--- src/rtl/sccb_master.sv ---
`timescale 1ns/1ps
// sccb_master
//   Bit-level SCCB/IIC master for the camera configuration sequencer.
//   Executes one register write (START 42 addr data STOP) or register read
//   (START 42 addr STOP, START 43 [data] NACK STOP) per level-held command.
//   Each bit is split into four quarters of QDIV clocks:
//   q0 SCL low/SDA change, q1 SCL high, q2 SCL high/SDA sample, q3 SCL low.
//
// Ports
//   clk_100M     system clock
//   rst_p        asynchronous active-high reset (releases the bus at once)
//   iic_cmd      2'b10 write, 2'b01 read, otherwise no-op (level-held)
//   reg_addr     sensor register address, latched at the end of START
//   wr_data      write data, latched at the end of START
//   rd_data      last byte read, updated at the DONE of a read
//   device_done  power-up delay elapsed (sticky until reset)
//   iic_ack      1 = at least one NACK seen in the last transaction
//   write_done   one-cycle pulse ending a write
//   read_done    one-cycle pulse ending a read
//   busy         high from leaving IDLE through the DONE cycle
//   scl          SCL, push-pull (single master)
//   sda_t        1 = release SDA, 0 = drive SDA low
//   sda_i        SDA pad input (raw, synchronized here)
module sccb_master #(
  parameter int          CLK_FREQ     = 100_000_000,
  parameter int          IIC_FREQ     = 100_000,
  parameter logic [6:0]  DEV_ADDR     = 7'h21,
  parameter int          PWRUP_CYCLES = 100_000
) (
  input  logic       clk_100M,
  input  logic       rst_p,
  input  logic [1:0] iic_cmd,
  input  logic [7:0] reg_addr,
  input  logic [7:0] wr_data,
  output logic [7:0] rd_data,
  output logic       device_done,
  output logic       iic_ack,
  output logic       write_done,
  output logic       read_done,
  output logic       busy,
  output logic       scl,
  output logic       sda_t,
  input  logic       sda_i
);

  localparam int          QDIV  = CLK_FREQ / (4 * IIC_FREQ);
  localparam logic [15:0] QLAST = 16'(QDIV - 1);
  localparam int          PW_W  = $clog2(PWRUP_CYCLES + 1);
  localparam logic [PW_W-1:0] PW_LAST = PW_W'(PWRUP_CYCLES - 1);

  typedef enum logic [2:0] {
    S_PWRUP = 3'd0,
    S_IDLE  = 3'd1,
    S_START = 3'd2,
    S_BYTE  = 3'd3,
    S_STOP  = 3'd4,
    S_BUF   = 3'd5,
    S_DONE  = 3'd6
  } state_t;

  state_t          state;
  logic [PW_W-1:0] pw_cnt;
  logic [15:0]     qcnt;
  logic [1:0]      quarter;
  logic [3:0]      bit_cnt;     // 0..7 data bits, 8 = ACK slot
  logic [1:0]      byte_idx;    // byte within the current START..STOP frame
  logic            phase;       // read only: 0 = address frame, 1 = data frame
  logic            op_rd;
  logic [7:0]      addr_q;
  logic [7:0]      data_q;
  logic [7:0]      rx_sh;
  logic            ack_acc;
  logic [1:0]      sda_sync;

  logic qtick, sda_s, last_byte, rx_byte;

  assign qtick     = (qcnt == QLAST);
  assign sda_s     = sda_sync[1];
  // Frame layout: write = 3 bytes, each read frame = 2 bytes.
  assign last_byte = op_rd ? (byte_idx == 2'd1) : (byte_idx == 2'd2);
  // Second byte of the read data frame is driven by the sensor.
  assign rx_byte   = phase && (byte_idx == 2'd1);

  // SDA level to present in q0 of bit bc of byte bi. The ACK slot and every
  // bit of the received byte are released; in the read byte's 9th bit this
  // release is the master NACK.
  function automatic logic bit_val(input logic [1:0] bi, input logic [3:0] bc,
                                   input logic ph, input logic [7:0] a,
                                   input logic [7:0] d);
    logic [7:0] b;
    case (bi)
      2'd0:    b = {DEV_ADDR, ph};
      2'd1:    b = a;
      default: b = d;
    endcase
    if (bc == 4'd8 || (ph && bi == 2'd1)) return 1'b1;
    return b[~bc[2:0]];
  endfunction

  always_ff @(posedge clk_100M or posedge rst_p) begin
    if (rst_p) sda_sync <= 2'b11;
    else       sda_sync <= {sda_sync[0], sda_i};
  end

  // Outputs for quarter k+1 are registered at the tick that ends quarter k,
  // so scl/sda_t only move on quarter boundaries.
  always_ff @(posedge clk_100M or posedge rst_p) begin
    if (rst_p) begin
      state       <= S_PWRUP;
      pw_cnt      <= '0;
      qcnt        <= '0;
      quarter     <= '0;
      bit_cnt     <= '0;
      byte_idx    <= '0;
      phase       <= 1'b0;
      op_rd       <= 1'b0;
      addr_q      <= '0;
      data_q      <= '0;
      rx_sh       <= '0;
      ack_acc     <= 1'b0;
      rd_data     <= '0;
      device_done <= 1'b0;
      iic_ack     <= 1'b0;
      write_done  <= 1'b0;
      read_done   <= 1'b0;
      busy        <= 1'b0;
      scl         <= 1'b1;
      sda_t       <= 1'b1;
    end else begin
      write_done <= 1'b0;
      read_done  <= 1'b0;
      qcnt       <= qtick ? 16'd0 : qcnt + 16'd1;
      if (qtick) quarter <= quarter + 2'd1;

      case (state)
        S_PWRUP: begin
          qcnt    <= '0;
          quarter <= '0;
          if (pw_cnt == PW_LAST) begin
            device_done <= 1'b1;
            state       <= S_IDLE;
          end else begin
            pw_cnt <= pw_cnt + 1'b1;
          end
        end

        S_IDLE: begin
          qcnt     <= '0;
          quarter  <= '0;
          bit_cnt  <= '0;
          byte_idx <= '0;
          phase    <= 1'b0;
          scl      <= 1'b1;
          sda_t    <= 1'b1;
          if (iic_cmd == 2'b10 || iic_cmd == 2'b01) begin
            op_rd <= (iic_cmd == 2'b01);
            busy  <= 1'b1;
            state <= S_START;
          end
        end

        S_START: if (qtick) begin
          case (quarter)
            2'd1: sda_t <= 1'b0;
            2'd2: scl   <= 1'b0;
            2'd3: begin
              state    <= S_BYTE;
              bit_cnt  <= '0;
              byte_idx <= '0;
              sda_t    <= bit_val(2'd0, 4'd0, phase, addr_q, data_q);
              // Operands only matter for the first frame; the read data
              // frame reuses nothing, so the sequencer may already move on.
              if (!phase) begin
                addr_q <= reg_addr;
                data_q <= wr_data;
              end
            end
            default: ;
          endcase
        end

        S_BYTE: if (qtick) begin
          case (quarter)
            2'd0: scl <= 1'b1;
            2'd2: begin
              scl <= 1'b0;
              if (bit_cnt == 4'd8) begin
                if (!rx_byte) ack_acc <= ack_acc | sda_s;
              end else if (rx_byte) begin
                rx_sh <= {rx_sh[6:0], sda_s};
              end
            end
            2'd3: begin
              if (bit_cnt == 4'd8) begin
                bit_cnt <= '0;
                if (last_byte) begin
                  state <= S_STOP;
                  sda_t <= 1'b0;
                end else begin
                  byte_idx <= byte_idx + 2'd1;
                  sda_t    <= bit_val(byte_idx + 2'd1, 4'd0, phase, addr_q, data_q);
                end
              end else begin
                bit_cnt <= bit_cnt + 4'd1;
                sda_t   <= bit_val(byte_idx, bit_cnt + 4'd1, phase, addr_q, data_q);
              end
            end
            default: ;
          endcase
        end

        S_STOP: if (qtick) begin
          case (quarter)
            2'd0: scl   <= 1'b1;
            2'd2: sda_t <= 1'b1;
            2'd3: state <= S_BUF;
            default: ;
          endcase
        end

        S_BUF: if (qtick && quarter == 2'd3) begin
          if (op_rd && !phase) begin
            phase <= 1'b1;
            state <= S_START;
          end else begin
            state   <= S_DONE;
            iic_ack <= ack_acc;
            ack_acc <= 1'b0;
            if (op_rd) begin
              read_done <= 1'b1;
              rd_data   <= rx_sh;
            end else begin
              write_done <= 1'b1;
            end
          end
        end

        S_DONE: begin
          qcnt    <= '0;
          quarter <= '0;
          busy    <= 1'b0;
          state   <= S_IDLE;
        end

        default: begin
          qcnt    <= '0;
          quarter <= '0;
          busy    <= 1'b0;
          scl     <= 1'b1;
          sda_t   <= 1'b1;
          state   <= S_IDLE;
        end
      endcase
    end
  end

endmodule

--- config.mk ---
export PLATFORM = sky130hd
export DESIGN_NAME = sccb_master
export DESIGN_NICKNAME = d
export VERILOG_FILES = /design/src/rtl/sccb_master.sv
export SDC_FILE = /design/constraint.sdc
export NUM_CORES = 1
export LEC_CHECK = 0
export CAP_MARGIN = 30
export CELL_PAD_IN_SITES_DETAIL_PLACEMENT = 0
export CELL_PAD_IN_SITES_GLOBAL_PLACEMENT = 1
export CORE_MARGIN = 4
export CORE_UTILIZATION = 46
export DETAILED_ROUTE_END_ITERATION = 16
export PLACE_DENSITY = 0.75
export SLEW_MARGIN = 20
export SYNTH_ARGS = -nofsm -noshare
export SYNTH_HDL_FRONTEND = slang
export SYNTH_SLANG_ARGS = --single-unit
--- constraint.sdc ---
create_clock -name clk_100M -period 3.55 [get_ports clk_100M]
set_input_delay 0.5325 -clock clk_100M [delete_from_list [all_inputs] [get_ports clk_100M]]
set_output_delay 0.5325 -clock clk_100M [all_outputs]
set_load 0.005 [all_outputs]
==> results of run 1 <==
through the flow:
step	cells	hold slack [ns]	cell area (µm²)
after global placement	560	0.346	4940
final	576	0.367	5150
after detailed placement	560	0.347	4940
after global routing	576	0.382	5150
after floorplan	413	0.345	4470
after CTS	576	0.369	5150
flip-flops by register name (all words and copies together), names as in the netlist:
signal and flops:
pw_cnt 17, qcnt 16, addr_q 8, data_q 8, rd_data 8, rx_sh 8, bit_cnt 4, state 3
byte_idx 2, quarter 2, sda_sync 2, ack_acc 1, busy 1, device_done 1, iic_ack 1, op_rd 1
phase 1, read_done 1, scl 1, sda_t 1, write_done 1
worst max-delay path: stages, from the launching register on:
cell	delay (ns)
dfrtp_1	0.45
or4_4	0.58
nor4_4	0.27
buf_4	0.27
a31oi_1	0.25
or2_1	0.37
o41ai_2	0.30
Yosys cell counts, drive strengths merged (9+ instances only):
master  number  area [µm²]
a21oi       10        50.1
clkbuf      16        60.1
dfrtp       84        2100
ha          14         175
inv         19        71.3
mux2        35         394
nand2       26         100
nand3       14        75.1
nand4        9        56.3
nor2        29         109
nor3        14        70.1
xnor2       20         175
xor2        11        96.3
routing by layer:
| layer | share of wire [%] | vias to the layer above | GRT usage (%) |
|---|---|---|---|
| li1 | - | 1547 | - |
| met1 | 48 | 1555 | 23.7 |
| met2 | 47 | 60 | 26.8 |
| met3 | 4.1 | 11 | 4.70 |
| met4 | 1.4 | 0 | 4.84 |
| met5 | 0 | - | 0 |
power by group:
group	switching, mW	internal (mW)	total, mW
clock network	0.378	0.337	0.715
logic	0.142	0.153	0.296
registers	0.102	1.08	1.18
area by class of cell:
class	count	share of cell area, %
flip-flops and latches	88	42.9
multi-input cells	286	41.1
repair buffers	38	7.49
well taps	129	3.14
clock buffers	10	2.48
clock inverters	6	1.46
inverters	19	1.41
path summary, 6_finish.rpt:
kind / startpoint / to / slack (ns) / cells after the start
max: qcnt[12]$_DFF_PP0_ / bit_cnt[2]$_DFFE_PP0P_ / 0.96 / 6
min: sda_sync[0]$_DFF_PP1_ / sda_sync[1]$_DFF_PP1_ / 0.37 / 0
max reg2reg: qcnt[12]$_DFF_PP0_ / bit_cnt[2]$_DFFE_PP0P_ / 0.96 / 6
min reg2reg: sda_sync[0]$_DFF_PP1_ / sda_sync[1]$_DFF_PP1_ / 0.37 / 0
max in group asynchronous: rst_p / sda_sync[1]$_DFF_PP1_ / 2.26 / 3
min in group asynchronous: rst_p / pw_cnt[9]$_DFFE_PP0P_ / 0.56 / 2
cell families after synthesis:
group | after synthesis | share of synthesized area [%]
simple gates | 140 | 17.5
mux | 38 | 9.49
flops | 88 | 49.4
compound gates | 63 | 10.4
fa+ha+maj | 14 | 3.92
buf+inv | 39 | 3.30
xor+xnor | 31 | 6.07
==> impl_metrics.csv, run 1 <==
group,metric,value,unit
clock_tree,cts_setup_buffers,0,
detailed_routing,antenna_left,0,
detailed_routing,vias,3173,
detailed_routing,vias_per_cell,5.51,
detailed_routing,wl,9140,µm
placement,post-place-ws,0.978,ns
floorplanning,die_h,107,µm
cells_and_area,nNetsFinal,477,
floorplanning,row_count,35,
timing,setup_viol,0,
timing,skew,0.0125,ns
synthesis,synth_edf_count,0,
floorplanning,core-area,9370,µm²
global_route,grt_remaining_overflow,0,
cells_and_area,final_cell_mix,"dfrtp_1 (84), clkdlybuf4s50_1 (35), mux2_2 (32)",
timing,hold_viol_final,0,
pwr,power.leakage,2.19,nW
setup_path,endpoint_kind,"register",
timing,tns,0,ns
clock_tree,hold_buffers,0,
setup_path,crit_required,3.81,ns
cells_and_area,fin_util,54.9,%
floorplanning,io-pin-count,36,
timing,period_share,73.0,%
clock_tree,cts_tree,"built",
timing,slew_headroom,47.7,%
detailed_routing,drt-initial-drc-count,212,
clock_tree,cts_buffers,9,
synthesis,synth-async-reset-ratio,100,%
detailed_routing,drc,0,
synthesis,seq_area_frac_synth,49.4,%
timing,maxSlewViolCount,0,
setup_path,cp_max_fo,18,
outcome,status,"finished, final reports clean",
placement,io_buffers,35,
cells_and_area,nFillCells,851,
global_route,antenna_found_initial,0,
detailed_routing,first_pass_iters,4,
clock_tree,cts_root_buffer,"clkbuf_8",
cells_and_area,final_common_cell,"dfrtp_1",
clock_tree,clk-insertion-delay-late,0.36,ns
synthesis,synth-main-ff-cell,"dfrtp_1",
clock_tree,cts_max_level,3,
cells_and_area,antennaDiodeCount,0,
cells_and_area,areaGrowthSynthToFinish,15.1,%
synthesis,synth_cells,413,
pwr,power,2.19,mW
setup_path,crit_type,"register to register",
clock_tree,cts.sinks,88,
job,drv_cap,0,
cells_and_area,layout-drive-gt1-share,15.0,%
global_route,grt_max_degree,53,
pwr,powerDensity,426,nW/µm²
timing,rsz0062_at_grt,"no",
cells_and_area,layout.area.seq,2210,µm²
timing,tightest_slew,0.785,ns
placement,dpl.hpwl,6480,µm
floorplanning,die-area,11400,µm²
detailed_routing,wl_per_cell,15.9,µm
cells_and_area,multi_input_area,2120,µm²
timing,max_freq,386,MHz
timing,fin_ws,0.957,ns
clock_tree,cts_buffer_depth,2,
synthesis,synthDistinctLibCells,67,
clock_tree,cts_resized,0,
synthesis,synthesis.area,4470,µm²
pwr,ir_worst_vdd,254,µV
timing,fin_crit,2.59,ns
synthesis,synth-seq-cells,88,
worst_hold_path,hold_path.class,"register to register",
synthesis,avgSynthCellArea,10.8,µm²
floorplanning,die_w,107,µm
placement,gp_congestion,0.809,
synthesis,syn-num-nets,448,
clock_tree,clkTransAtPathRegs,0.10,ns
synthesis,yosys_warnings,0,
global_route,grt_pass1_wl,15700,µm
global_route,grt_pass1_vias,3166,
floorplanning,initial_core_util,47.7,%
setup_path,crit_arrival,2.85,ns
global_route,track_usage,17.2,%
setup_path,crit_path_start_kind,"register",
Power figures use the tool's default switching activity.
==> run 2, diff against run 1 <==
clock period = 2.6 ns   (was 3.55 ns; I/O delays follow)
==> run 2 against run 1 <==
  * Hold slack gained 0.0054 ns
  * Clock power grew 50%
  * Clock skew shrank 0.00094 ns
  * Sequential power grew 34%
  * Highest routed layer unchanged
  * Largest power group unchanged
  * Die area is the same
  * Critical path type unchanged
  * Via count grew 1.8%
  * Routed wire length grew 0.26%
  * Maximum frequency grew 6.6%
  * Flip-flop and latch count is the same
  * Non-clock buffer count grew 12
  * Critical path depth shrank 1
  * Core utilization grew 1.3 points
==> impl_metrics.csv, run 2 (synthesized netlist as in run 1, its figures left out) <==
group,metric,value,unit
outcome,status,"finished, final reports clean",
global_route,grt_remaining_overflow,0,
setup_path,crit_buf_inv,0,
setup_path,cp_slowest_cell,"or4_1",
clock_tree,clkTransAtPathRegs,0.09,ns
clock_tree,cts_buffer_depth,2,
setup_path,crit_path_start_kind,"register",
detailed_routing,vias_per_cell,5.49,
placement,io_buffers,35,
timing,fin_ws,0.168,ns
floorplanning,die_h,107,µm
floorplanning,io-pin-count,36,
placement,placed_cells,572,
timing,whs,0.373,ns
setup_path,crit_family,"simple AND/OR/NAND/NOR gates",
timing,rsz0062_at_grt,"no",
timing,fin_crit,2.43,ns
setup_path,endpoint,"rx_sh[0]$_DFFE_PP0P_",
cells_and_area,top_register,"pw_cnt",
global_route,grt_pass1_vias,3190,
cells_and_area,top_regs,"pw_cnt x17, qcnt x16",
cells_and_area,final_cell_mix,"dfrtp_1 (84), clkdlybuf4s50_1 (35), mux2_2 (32)",
setup_path,endpoint_kind,"register",
global_route,grt_pass1_wl,16100,µm
floorplanning,row_count,35,
timing,tns,0,ns
setup_path,crit_type,"register to register",
setup_path,critPathMaxStageDelay,0.53,ns
detailed_routing,first_pass_iters,5,
cells_and_area,areaGrowthSynthToFinish,17.9,%
timing,period_share,93.5,%
timing,hold_viol_final,0,
worst_hold_path,hold_path.class,"register to register",
timing,skew,0.0116,ns
cells_and_area,final_common_cell,"dfrtp_1",
clock_tree,cts_setup_buffers,0,
placement,post-place-ws,0.0811,ns
timing,tightest_slew,0.507,ns
detailed_routing,drt-initial-drc-count,117,
global_route,grt_max_degree,89,
detailed_routing,antenna_left,0,
setup_path,cp_cell_sequence,"or4_1 -> nor4_2 -> nand2_1 -> or3_1 -> mux2_1",
clock_tree,cts_tree,"built",
clock_tree,cts_buffers,9,
cells_and_area,layout-drive-gt1-share,17.6,%
clock_tree,cts_max_level,3,
clock_tree,clk-insertion-delay-late,0.35,ns
placement,dpl.hpwl,6520,µm
cells_and_area,stdcell_count,588,
floorplanning,core-area,9370,µm²
detailed_routing,wl,9170,µm
cells_and_area,nNetsFinal,489,
detailed_routing,wl_per_cell,15.6,µm
setup_path,r2r-start,"qcnt[11]$_DFF_PP0_",
pwr,ir_worst_vdd,378,µV
timing,setup_viol,0,
pwr,power.leakage,2.25,nW
floorplanning,die_w,107,µm
cells_and_area,multi_input_area,2120,µm²
clock_tree,cts.sinks,88,
timing,max_freq,411,MHz
placement,gp_congestion,0.823,
setup_path,crit_arrival,2.67,ns
job,drv_cap,0,
setup_path,crit_required,2.84,ns
setup_path,reg2regPathDepth,5,
setup_path,reg2reg_to,"rx_sh[0]$_DFFE_PP0P_",
cells_and_area,nFillCells,867,
cells_and_area,layout.area.seq,2210,µm²
setup_path,crit_start,"qcnt[11]$_DFF_PP0_",
detailed_routing,vias,3229,
pwr,powerDensity,593,nW/µm²
setup_path,worst-path-stages,5,
timing,maxSlewViolCount,0,
setup_path,cp_max_fo,8,
floorplanning,die-area,11400,µm²
cells_and_area,largest_register_ffs,17,
global_route,track_usage,17.5,%
floorplanning,initial_core_util,47.7,%
detailed_routing,drc,0,
clock_tree,cts_root_buffer,"clkbuf_8",
global_route,antenna_found_initial,0,
timing,slew_headroom,66.1,%
setup_path,r2r_slack,0.17,ns
cells_and_area,antennaDiodeCount,0,
==> run 2: per-stage QoR <==
stage                     utilization [%]  area (µm²)  power [mW]
after floorplan                         -        4480        1.91
after global placement               53.7        5040        2.07
after detailed placement             53.7        5040        2.08
after CTS                            56.2        5270        3.17
after global routing                 56.2        5270        3.32
final                                56.2        5270        3.13
==> run 2: final cells by class <==
class,instances,share of cell area [%]
clock inverter,6,1.73
sequential,88,41.9
clock buffer,10,2.61
inverter,19,1.42
multi-input combinational,286,40.3
tap,129,3.06
timing repair buffer,50,9.02
==> run 2: report_power, final <==
part	total, mW	internal, mW	switching [mW]	leakage, nW
Clock	1.07	0.572	0.501	0.110
Sequential	1.58	1.48	0.0998	1.15
Combinational	0.477	0.238	0.239	0.994
==> run 2: how the worst min path moves through the flow <==
stage,startpoint,slack (ns),to,depth (start not counted)
finish,sda_sync[0]$_DFF_PP1_,0.37,sda_sync[1]$_DFF_PP1_,0
global route,sda_sync[0]$_DFF_PP1_,0.39,sda_sync[1]$_DFF_PP1_,0
CTS,sda_sync[0]$_DFF_PP1_,0.38,sda_sync[1]$_DFF_PP1_,0
detailed placement,sda_sync[0]$_DFF_PP1_,0.36,sda_sync[1]$_DFF_PP1_,0
global placement,sda_sync[0]$_DFF_PP1_,0.36,sda_sync[1]$_DFF_PP1_,0
floorplan,sda_sync[0]$_DFF_PP1_,0.35,sda_sync[1]$_DFF_PP1_,0
==> run 2: repair_timing <==
action / in CTS / in global routing
endpoints found under the setup margin: 0 / 8
hold buffers: 0 / 0
resized for setup: 0 / 1
==> run 2: routing by layer <==
| layer | routed length, µm | vias to the layer above | track usage (%) |
|---|---|---|---|
| li1 | - | 1571 | - |
| met1 | 4330 | 1588 | 24.6 |
| met2 | 4290 | 63 | 27.2 |
| met3 | 427 | 7 | 4.27 |
| met4 | 119 | 0 | 4.57 |
| met5 | 0 | - | 0 |
==> run 2: worst reg2reg max path, cell delays in order, from the launching register on <==
cell and delay [ns]:
dfrtp_1 0.44, or4_1 0.53, nor4_2 0.36, nand2_1 0.11, or3_1 0.51, mux2_1 0.36
